===== src/rtl/fp16_add_wrapper.sv =====
// fp16_add_wrapper: pipelined binary16 adder (RNE), fixed LAT-cycle latency, one op per cycle.
// Define FP16_ADD_FTZ_EN to flush subnormal inputs and subnormal results to signed zero.
module fp16_add_wrapper #(
  parameter int DW  = 16,
  parameter int LAT = 11
) (
  input  logic          clk,
  input  logic          rst,
  input  logic          valid_in,
  input  logic [DW-1:0] a,
  input  logic [DW-1:0] b,
  output logic [DW-1:0] result,
  output logic          valid_out
);
  typedef struct packed {
    logic        sign;   // sign of the larger-magnitude operand
    logic        zsign;  // sign of an exact-zero sum
    logic        spec;
    logic [15:0] sval;
  } meta_t;

  logic [LAT:1] vld_pipe;
  always_ff @(posedge clk)
    if (rst) vld_pipe <= '0;
    else     vld_pipe <= {vld_pipe[LAT-1:1], valid_in};
  assign valid_out = vld_pipe[LAT];

  // S1: input register
  logic [15:0] s1_a, s1_b;
  always_ff @(posedge clk) begin
    s1_a <= a;
    s1_b <= b;
  end

  // S2: unpack, compare/swap, special detect
  logic [4:0]  ea, eb;
  logic [10:0] ma, mb;
  logic        a_nan, b_nan, a_inf, b_inf, a_big;
  meta_t       m2_nxt;
  always_comb begin
    ea = (s1_a[14:10] == 5'd0) ? 5'd1 : s1_a[14:10];
    eb = (s1_b[14:10] == 5'd0) ? 5'd1 : s1_b[14:10];
    ma = {s1_a[14:10] != 5'd0, s1_a[9:0]};
    mb = {s1_b[14:10] != 5'd0, s1_b[9:0]};
`ifdef FP16_ADD_FTZ_EN
    if (s1_a[14:10] == 5'd0) ma = '0;
    if (s1_b[14:10] == 5'd0) mb = '0;
`endif
    a_nan = (&s1_a[14:10]) & (|s1_a[9:0]);
    b_nan = (&s1_b[14:10]) & (|s1_b[9:0]);
    a_inf = (&s1_a[14:10]) & ~(|s1_a[9:0]);
    b_inf = (&s1_b[14:10]) & ~(|s1_b[9:0]);
    a_big = {ea, ma} >= {eb, mb};
    m2_nxt.sign  = a_big ? s1_a[15] : s1_b[15];
    m2_nxt.zsign = s1_a[15] & s1_b[15];
    m2_nxt.spec  = a_nan | b_nan | a_inf | b_inf;
    if (a_nan | b_nan | (a_inf & b_inf & (s1_a[15] ^ s1_b[15]))) m2_nxt.sval = 16'h7E00;
    else if (a_inf)                                               m2_nxt.sval = s1_a;
    else                                                          m2_nxt.sval = s1_b;
  end

  meta_t       s2_m;
  logic [6:0]  s2_exp;
  logic [10:0] s2_bman, s2_sman;
  logic [4:0]  s2_diff;
  logic        s2_sub;
  always_ff @(posedge clk) begin
    s2_m    <= m2_nxt;
    s2_exp  <= {2'b00, a_big ? ea : eb};
    s2_bman <= a_big ? ma : mb;
    s2_sman <= a_big ? mb : ma;
    s2_diff <= a_big ? ea - eb : eb - ea;
    s2_sub  <= s1_a[15] ^ s1_b[15];
  end

  // S3: align; aligned word is {11 significand bits, guard, round, sticky}
  logic [3:0]  ash;
  logic [25:0] wide;
  always_comb begin
    ash  = (s2_diff > 5'd13) ? 4'd13 : s2_diff[3:0];
    wide = {s2_sman, 15'd0} >> ash;
  end

  meta_t       s3_m;
  logic [6:0]  s3_exp;
  logic [13:0] s3_big, s3_small;
  logic        s3_sub;
  always_ff @(posedge clk) begin
    s3_m     <= s2_m;
    s3_exp   <= s2_exp;
    s3_sub   <= s2_sub;
    s3_big   <= {s2_bman, 3'b000};
    s3_small <= {wide[25:13], |wide[12:0]};
  end

  // S4: add/sub (larger magnitude first, so never negative)
  meta_t       s4_m;
  logic [6:0]  s4_exp;
  logic [14:0] s4_sum;
  always_ff @(posedge clk) begin
    s4_m   <= s3_m;
    s4_exp <= s3_exp;
    s4_sum <= s3_sub ? {1'b0, s3_big} - {1'b0, s3_small} : {1'b0, s3_big} + {1'b0, s3_small};
  end

  // S5: leading-zero count of the non-carry bits
  logic [3:0] lz;
  always_comb begin
    lz = 4'd14;
    for (int i = 0; i < 14; i++)
      if (s4_sum[i]) lz = 4'(13 - i);
  end

  meta_t       s5_m;
  logic [6:0]  s5_exp;
  logic [14:0] s5_sum;
  logic [3:0]  s5_lz;
  always_ff @(posedge clk) begin
    s5_m   <= s4_m;
    s5_exp <= s4_exp;
    s5_sum <= s4_sum;
    s5_lz  <= lz;
  end

  // S6: normalize; left shift stops at exponent 1 so results land as subnormals
  logic [6:0]  emax_sh, nsh, nexp;
  logic [13:0] nrm;
  always_comb begin
    emax_sh = s5_exp - 7'd1;
    nsh     = ({3'd0, s5_lz} < emax_sh) ? {3'd0, s5_lz} : emax_sh;
    if (s5_sum[14]) begin
      nrm  = {s5_sum[14:2], s5_sum[1] | s5_sum[0]};
      nexp = s5_exp + 7'd1;
    end else begin
      nrm  = s5_sum[13:0] << nsh;
      nexp = s5_exp - nsh;
    end
  end

  meta_t       s6_m;
  logic [6:0]  s6_exp;
  logic [13:0] s6_nrm;
  always_ff @(posedge clk) begin
    s6_m   <= s5_m;
    s6_exp <= nexp;
    s6_nrm <= nrm;
  end

  // S7: round to nearest even; a carry out renormalizes
  logic [11:0] rnd;
  always_comb
    rnd = {1'b0, s6_nrm[13:3]} + 12'(s6_nrm[2] & (s6_nrm[3] | s6_nrm[1] | s6_nrm[0]));

  meta_t       s7_m;
  logic [6:0]  s7_exp;
  logic [10:0] s7_man;
  always_ff @(posedge clk) begin
    s7_m   <= s6_m;
    s7_exp <= rnd[11] ? s6_exp + 7'd1 : s6_exp;
    s7_man <= rnd[11] ? rnd[11:1] : rnd[10:0];
  end

  // S8: pack with special override, then output delay line
  logic [15:0] pack_nxt;
  always_comb begin
    if (s7_m.spec)             pack_nxt = s7_m.sval;
    else if (s7_man == 11'd0)  pack_nxt = {s7_m.zsign, 15'd0};
    else if (s7_exp >= 7'd31)  pack_nxt = {s7_m.sign, 15'h7C00};
    else if (!s7_man[10])
`ifdef FP16_ADD_FTZ_EN
      pack_nxt = {s7_m.sign, 15'd0};
`else
      pack_nxt = {s7_m.sign, 5'd0, s7_man[9:0]};
`endif
    else                       pack_nxt = {s7_m.sign, s7_exp[4:0], s7_man[9:0]};
  end

  logic [LAT-8:0][15:0] dly;
  always_ff @(posedge clk)
    if (rst) dly <= '0;
    else begin
      dly[0] <= pack_nxt;
      for (int i = 1; i <= LAT - 8; i++) dly[i] <= dly[i-1];
    end
  assign result = dly[LAT-8];
endmodule


===== config.mk =====
export PLATFORM = sky130hd
export DESIGN_NAME = fp16_add_wrapper
export DESIGN_NICKNAME = d
export VERILOG_FILES = /design/src/rtl/fp16_add_wrapper.sv
export SDC_FILE = /design/constraint.sdc
export NUM_CORES = 1
export LEC_CHECK = 0
export CAP_MARGIN = 0
export CELL_PAD_IN_SITES_DETAIL_PLACEMENT = 1
export CELL_PAD_IN_SITES_GLOBAL_PLACEMENT = 1
export CORE_ASPECT_RATIO = 0.9
export CORE_MARGIN = 10
export CORE_UTILIZATION = 40
export CTS_CLUSTER_DIAMETER = 40
export DETAILED_ROUTE_END_ITERATION = 8
export PLACE_DENSITY_LB_ADDON = 0.1
export SYNTH_ARGS = -nofsm -noshare
export SYNTH_HDL_FRONTEND = slang
export SYNTH_SLANG_ARGS = --single-unit
export TNS_END_PERCENT = 1

===== constraint.sdc =====
create_clock -name clk -period 4.55 [get_ports clk]
set_input_delay 0.91 -clock clk [delete_from_list [all_inputs] [get_ports clk]]
set_output_delay 0.91 -clock clk [all_outputs]
set_load 0.01 [all_outputs]

==> results of run 1 <==
## cells in the mapped netlist (8+ instances only)
| cell type | count | area share (%) |
|---|---|---|
| a21o_1 | 12 | 0.72 |
| a21oi_1 | 51 | 2.0 |
| buf_4 | 18 | 1.1 |
| clkbuf_1 | 37 | 1.1 |
| dfxtp_1 | 368 | 59 |
| ha_1 | 58 | 5.8 |
| inv_1 | 65 | 1.9 |
| mux2_2 | 15 | 1.3 |
| mux2i_1 | 53 | 4.2 |
| nand2_1 | 57 | 1.7 |
| nand2b_1 | 10 | 0.50 |
| nand3_1 | 18 | 0.72 |
| nand4_1 | 11 | 0.55 |
| nor2_1 | 76 | 2.3 |
| nor2b_1 | 68 | 3.4 |
| nor3_1 | 29 | 1.2 |
| nor4_1 | 8 | 0.40 |
| o21ai_0 | 43 | 1.7 |
| xnor2_1 | 18 | 1.3 |
| xor2_1 | 13 | 0.91 |
## critical path, stage by stage, from the launching register on
cell	delay, ns
dfxtp_1	0.45
inv_1	0.12
ha_1	0.25
xor2_1	0.15
inv_1	0.09
ha_1	0.21
nor3_1	0.24
a22oi_2	0.14
o21ai_4	0.12
mux2_4	0.45
ha_1	0.25
fa_1	0.42
nor2b_1	0.14
o21a_1	0.14
nor3_1	0.05
a41oi_1	0.20
xnor2_1	0.13
## worst paths after layout
kind / startpoint / to / slack (ns) / cells past startpoint
hold reg to reg: s5_m[11] / s6_m[11] / 0.32 / 0
setup / recovery: s5_exp[0] / s6_exp[4] / 0.95 / 16
setup reg to reg: s5_exp[0] / s6_exp[4] / 0.95 / 16
hold / removal: s5_m[11] / s6_m[11] / 0.32 / 0
## report_power, final
| part | leakage, nW | internal, mW | switching (mW) |
|---|---|---|---|
| clock network | 0.765 | 2.15 | 1.44 |
| logic | 2.45 | 0.877 | 1.02 |
| registers | 3.07 | 3.83 | 0.445 |
| total | 6.29 | 6.86 | 2.90 |
## routing by layer
metal  track usage, %  vias up
li1                 -     3985
met1             16.4     3624
met2             20.8      116
met3             2.53       53
met4             4.46        0
met5                0        -
## sequential cells by signal, indices dropped and copies added, names as in the netlist, 19 cells and up
register,flops
dly,48
s2_m,19
s3_m,19
s4_m,19
s5_m,19
s6_m,19
s7_m,19
## cell type report
type	instances	share of cell area, %
Timing Repair Buffer	59	3.81
Clock buffer	54	8.21
Sequential cell	368	49.6
Multi-Input combinational cell	657	30.9
Tap cell	409	3.45
Clock inverter	30	2.31
Inverter	66	1.67
## metrics by stage
step           hold WS, ns  cell area [µm²]  utilization [%]
6_report             0.321            14900             48.0
3_3_place_gp         0.311            13300             43.0
3_5_place_dp         0.313            13300             43.0
2_1_floorplan        0.310            12500                -
4_1_cts              0.323            14900             48.0
5_1_grt              0.326            14900             48.0
## kinds of logic (layout without fill, tap and decap cells)
group	Yosys count	after routing	share of synthesized area [%]
compound gates	178	178	9.10
xor+xnor	31	31	2.17
fa+ha+maj	62	62	6.43
buf+inv	128	209	4.70
flops	368	368	58.8
mux	71	71	5.92
simple gates	315	315	12.9
==> impl_metrics.ini, run 1 <==
[final_layout]
nFillCells = 3302
final_common_cell = dfxtp_1
finalNetCount = 1294
antenna_cells = 0
areaGrowthSynthToFinish_pct = 18.5
regArea_mm2 = 0.00737
drive_above_1_share_pct = 9.64
multi_input_area_mm2 = 0.00460
most-common-layout-cells = dfxtp_1 (368), nor2_1 (76), nor2b_1 (68)
fin_cells = 1643

[sta]
maxSlewViolCount = 0
skew_ns = 0.00812
min_period_ns = 3.60
slew_headroom_pct = 37.5
rsz0062_at_grt = false
worst_slack_ns = 0.949
fin_crit_sh_pct = 79.1
hold_violations = 0
setup_tns_ns = 0
tightest_slew_ns = 0.936
final-setup-viol-count = 0
fmax_mhz = 278

[detailed_routing]
firstDrtPassIters = 4
via_per_inst = 4.73
drt-met1-wl_um = 11600
drt_iter0_drc = 306
wl_met3_um = 988
vias = 7778
topRoutingLayerUsed = met4
post-route-drc-count = 0
route.met2.wl_um = 11400
wire_per_inst_um = 15.0
drtAntennaViolNets = 0
wl_um = 24700

[power]
max-vdd-ir-drop_mv = 0.288
p_leak_nw = 6.29
finalPower_mw = 9.76
power.density_mw_per_mm2 = 657

[worst_setup_path]
start_kind = flip-flop
cp.arrival_ns = 4.07
worstPathRequired_ns = 5.02
cp-end-kind = flip-flop
crit_path_max_fanout = 18
path_class = reg -> reg

[placement]
dpl.cell_count = 1559
place_ws_ns = 0.962
port_buffers = 51
gp_congestion = 0.810
dp_hpwl_um = 18000

[yosys]
syn_inst = 1153
syn-num-nets = 1250
yosys_most_used_dff = dfxtp_1
avgSynthCellArea_um2 = 10.9
async_flop_share_pct = 0
synth-seq-cells = 368
ys_seq_area_share_pct = 58.8
ys_types = 71
syn_area_mm2 = 0.0125
synth-edff-count = 0
yosys_warnings = 0

[clock_network]
root_buffer = clkbuf_16
clock_sinks = 368
cts_resized = 0
tritoncts = yes
holdBufCountCts = 0
clk_pin_slew_ns = 0.06
cts_buffer_depth = 3
htree_levels = 2
post_cts_buffers = 0
cts_made_buffers = 45
clock_latency_ns = 0.54

[grt]
overflow = 0
grt_use_total_pct = 12.8
antenna_found_initial = 0
grt_pass1_wl_um = 41100
grt_max_degree = 43
grt_pass1_vias = 8019

[die]
ios = 52
die_w_um = 207
core.rowCount = 61
dieArea_mm2 = 0.0388
fp.coreArea_mm2 = 0.0309
start_util_pct = 40.6
die_h_um = 188

[run_status]
status = finished clean

[hold_path]
hp-class = reg -> reg

[run]
drv_cap = 0
No activity file was read; power rests on OpenSTA's default activity.
==> inputs of run 2 (changes only) <==
Clock period 4.55 ns to 3.4 ns, I/O delays scaled along.
==> run 2 against run 1 <==
Sequential share of layout area is 0.56 points lower. Fmax is 14% higher. Clock power is 37% higher. Combinational power is 37% higher. Count of clock-buffer cells in the layout is 5 higher. Highest routed layer unchanged.
==> impl_metrics.ini, run 2 (synthesized netlist as in run 1, its figures left out) <==
[run_status]
status = finished clean

[detailed_routing]
route.met2.wl_um = 12200
drt-met1-wl_um = 11700
drt_iter0_drc = 299
firstDrtPassIters = 4
vias = 7807
wl_um = 25400
wl_met3_um = 914
topRoutingLayerUsed = met4
wire_per_inst_um = 15.4
drtAntennaViolNets = 0
via_per_inst = 4.72
post-route-drc-count = 0

[worst_setup_path]
cp.arrival_ns = 3.63
ff2ff_path_depth = 16
path_class = reg -> reg
crit_path_max_fanout = 6
r2r_slack_ns = 0.24
cp-end-kind = flip-flop
r2r-end = s6_exp[4]
start_kind = flip-flop
r2r-start = s5_exp[1]
worstPathRequired_ns = 3.86

[die]
core.rowCount = 61
fp.coreArea_mm2 = 0.0309
dieArea_mm2 = 0.0388
ios = 52
start_util_pct = 40.6
die_h_um = 188
die_w_um = 207

[final_layout]
drive_above_1_share_pct = 11.2
antenna_cells = 0
most-common-layout-cells = dfxtp_1 (368), nor2_1 (76), nor2b_1 (67)
final_util_pct = 48.6
final_common_cell = dfxtp_1
nFillCells = 3269
multi_input_area_mm2 = 0.00462
areaGrowthSynthToFinish_pct = 19.8
top_register = dly
finalNetCount = 1305
regArea_mm2 = 0.00737
largest_reg_flops = 48

[placement]
gp_congestion = 0.812
dp_hpwl_um = 18500
port_buffers = 51

[grt]
grt_pass1_vias = 8421
grt_pass1_wl_um = 42500
antenna_found_initial = 0
grt_use_total_pct = 13.2
grt_max_degree = 76
overflow = 0

[sta]
final-setup-viol-count = 0
slew_headroom_pct = 36.9
fin_crit_sh_pct = 93.1
skew_ns = 0.0184
maxSlewViolCount = 0
fmax_mhz = 316
hold_slack_ns = 0.324
tightest_slew_ns = 0.945
rsz0062_at_grt = true
min_period_ns = 3.16
hold_violations = 0

[hold_path]
hp-class = reg -> reg
min-delay-start = s2_bman[2]
holdPathEnd = s3_big[5]
min_path_cells = 0

[clock_network]
cts_made_buffers = 45
clk_pin_slew_ns = 0.06
cts_buffer_depth = 3
post_cts_buffers = 0
clock_latency_ns = 0.55
holdBufCountCts = 0
tritoncts = yes
clock_sinks = 368
htree_levels = 2
root_buffer = clkbuf_16

[run]
drv_cap = 0

[power]
p_leak_nw = 6.34
finalPower_mw = 13.2
max-vdd-ir-drop_mv = 0.365
power.density_mw_per_mm2 = 882
-- run 2: cell types whose count changed in the layout (fill, tap and decap cells not counted), moves of 2 or more --
cell and change:
clkinvlp_4 +3, inv_6 -3, inv_1 -2, inv_2 +2, inv_8 -2, clkbuf_8 +4
nor3_2 +2, ha_2 +3, clkinv_2 -3, nor3_1 -2, clkinv_4 -2, ha_1 -3
buf_4 +11
-- run 2: critical path, stage by stage (launching register included) --
cell     delay, ns
dfxtp_1       0.32
inv_2         0.08
ha_2          0.19
xor2_1        0.17
inv_1         0.10
ha_1          0.30
o21ai_1       0.07
a22oi_2       0.20
o21ai_4       0.12
mux2_4        0.32
ha_2          0.20
fa_2          0.41
nor2b_2       0.11
o21a_1        0.13
nor3_1        0.05
a41oi_1       0.19
xnor2_1       0.13
-- run 2: cell type report --
cell class | instances | share of cell area, %
clock buffers | 59 | 8.51
multi-input cells | 657 | 30.8
repair buffers | 70 | 4.32
clock inverters | 25 | 2.29
inverters | 66 | 1.65
flip-flops and latches | 368 | 49.1
well taps | 409 | 3.41
-- run 2: how the worst max path moves through the flow --
| stage | from | endpoint | slack [ns] | cells past startpoint |
|---|---|---|---|---|
| global placement | s5_exp[1] | s6_exp[4] | 0.24 | 16 |
| CTS | s5_exp[1] | s6_exp[4] | 0.07 | 16 |
| floorplan | s5_exp[0] | s6_exp[4] | 0.009 | 18 |
| global route | s5_exp[1] | s6_exp[4] | -0.03 | 16 |
| detailed placement | s5_exp[1] | s6_exp[4] | 0.11 | 16 |
| finish | s5_exp[1] | s6_exp[4] | 0.24 | 16 |
-- run 2: repair_timing --
item                                    in CTS  in global routing
endpoints found under the setup margin       0                 16
gates resized for setup                      0                 11
endpoints found under the hold margin        0                  0
-- run 2: layer usage --
metal,track usage (%),up-vias
met5,0,-
met4,4.38,0
met3,2.52,45
met2,22.4,106
met1,16.2,3650
li1,-,4006
-- run 2: where the power goes --
group	switching (mW)	internal, mW
Clock	1.89	3.03
Combinational	1.40	1.21
Sequential	0.587	5.13
Total	3.88	9.36
-- run 2: metrics by stage --
stage | setup WS (ns) | setup TNS, ns | area, µm² | instances
2_1_floorplan | 0.00863 | 0 | 12500 | 1153
3_3_place_gp | 0.235 | 0 | 13400 | 1570
3_5_place_dp | 0.109 | 0 | 13400 | 1570
4_1_cts | 0.0726 | 0 | 15000 | 1654
5_1_grt | -0.0279 | -0.0279 | 15000 | 1654
6_report | 0.236 | 0 | 15000 | 1654
==> inputs of run 3 (changes only) <==
Settings changed: SLEW_MARGIN set to 20.
==> results of run 3 <==
Final layout, timing and power as in run 2 (identical DEF).
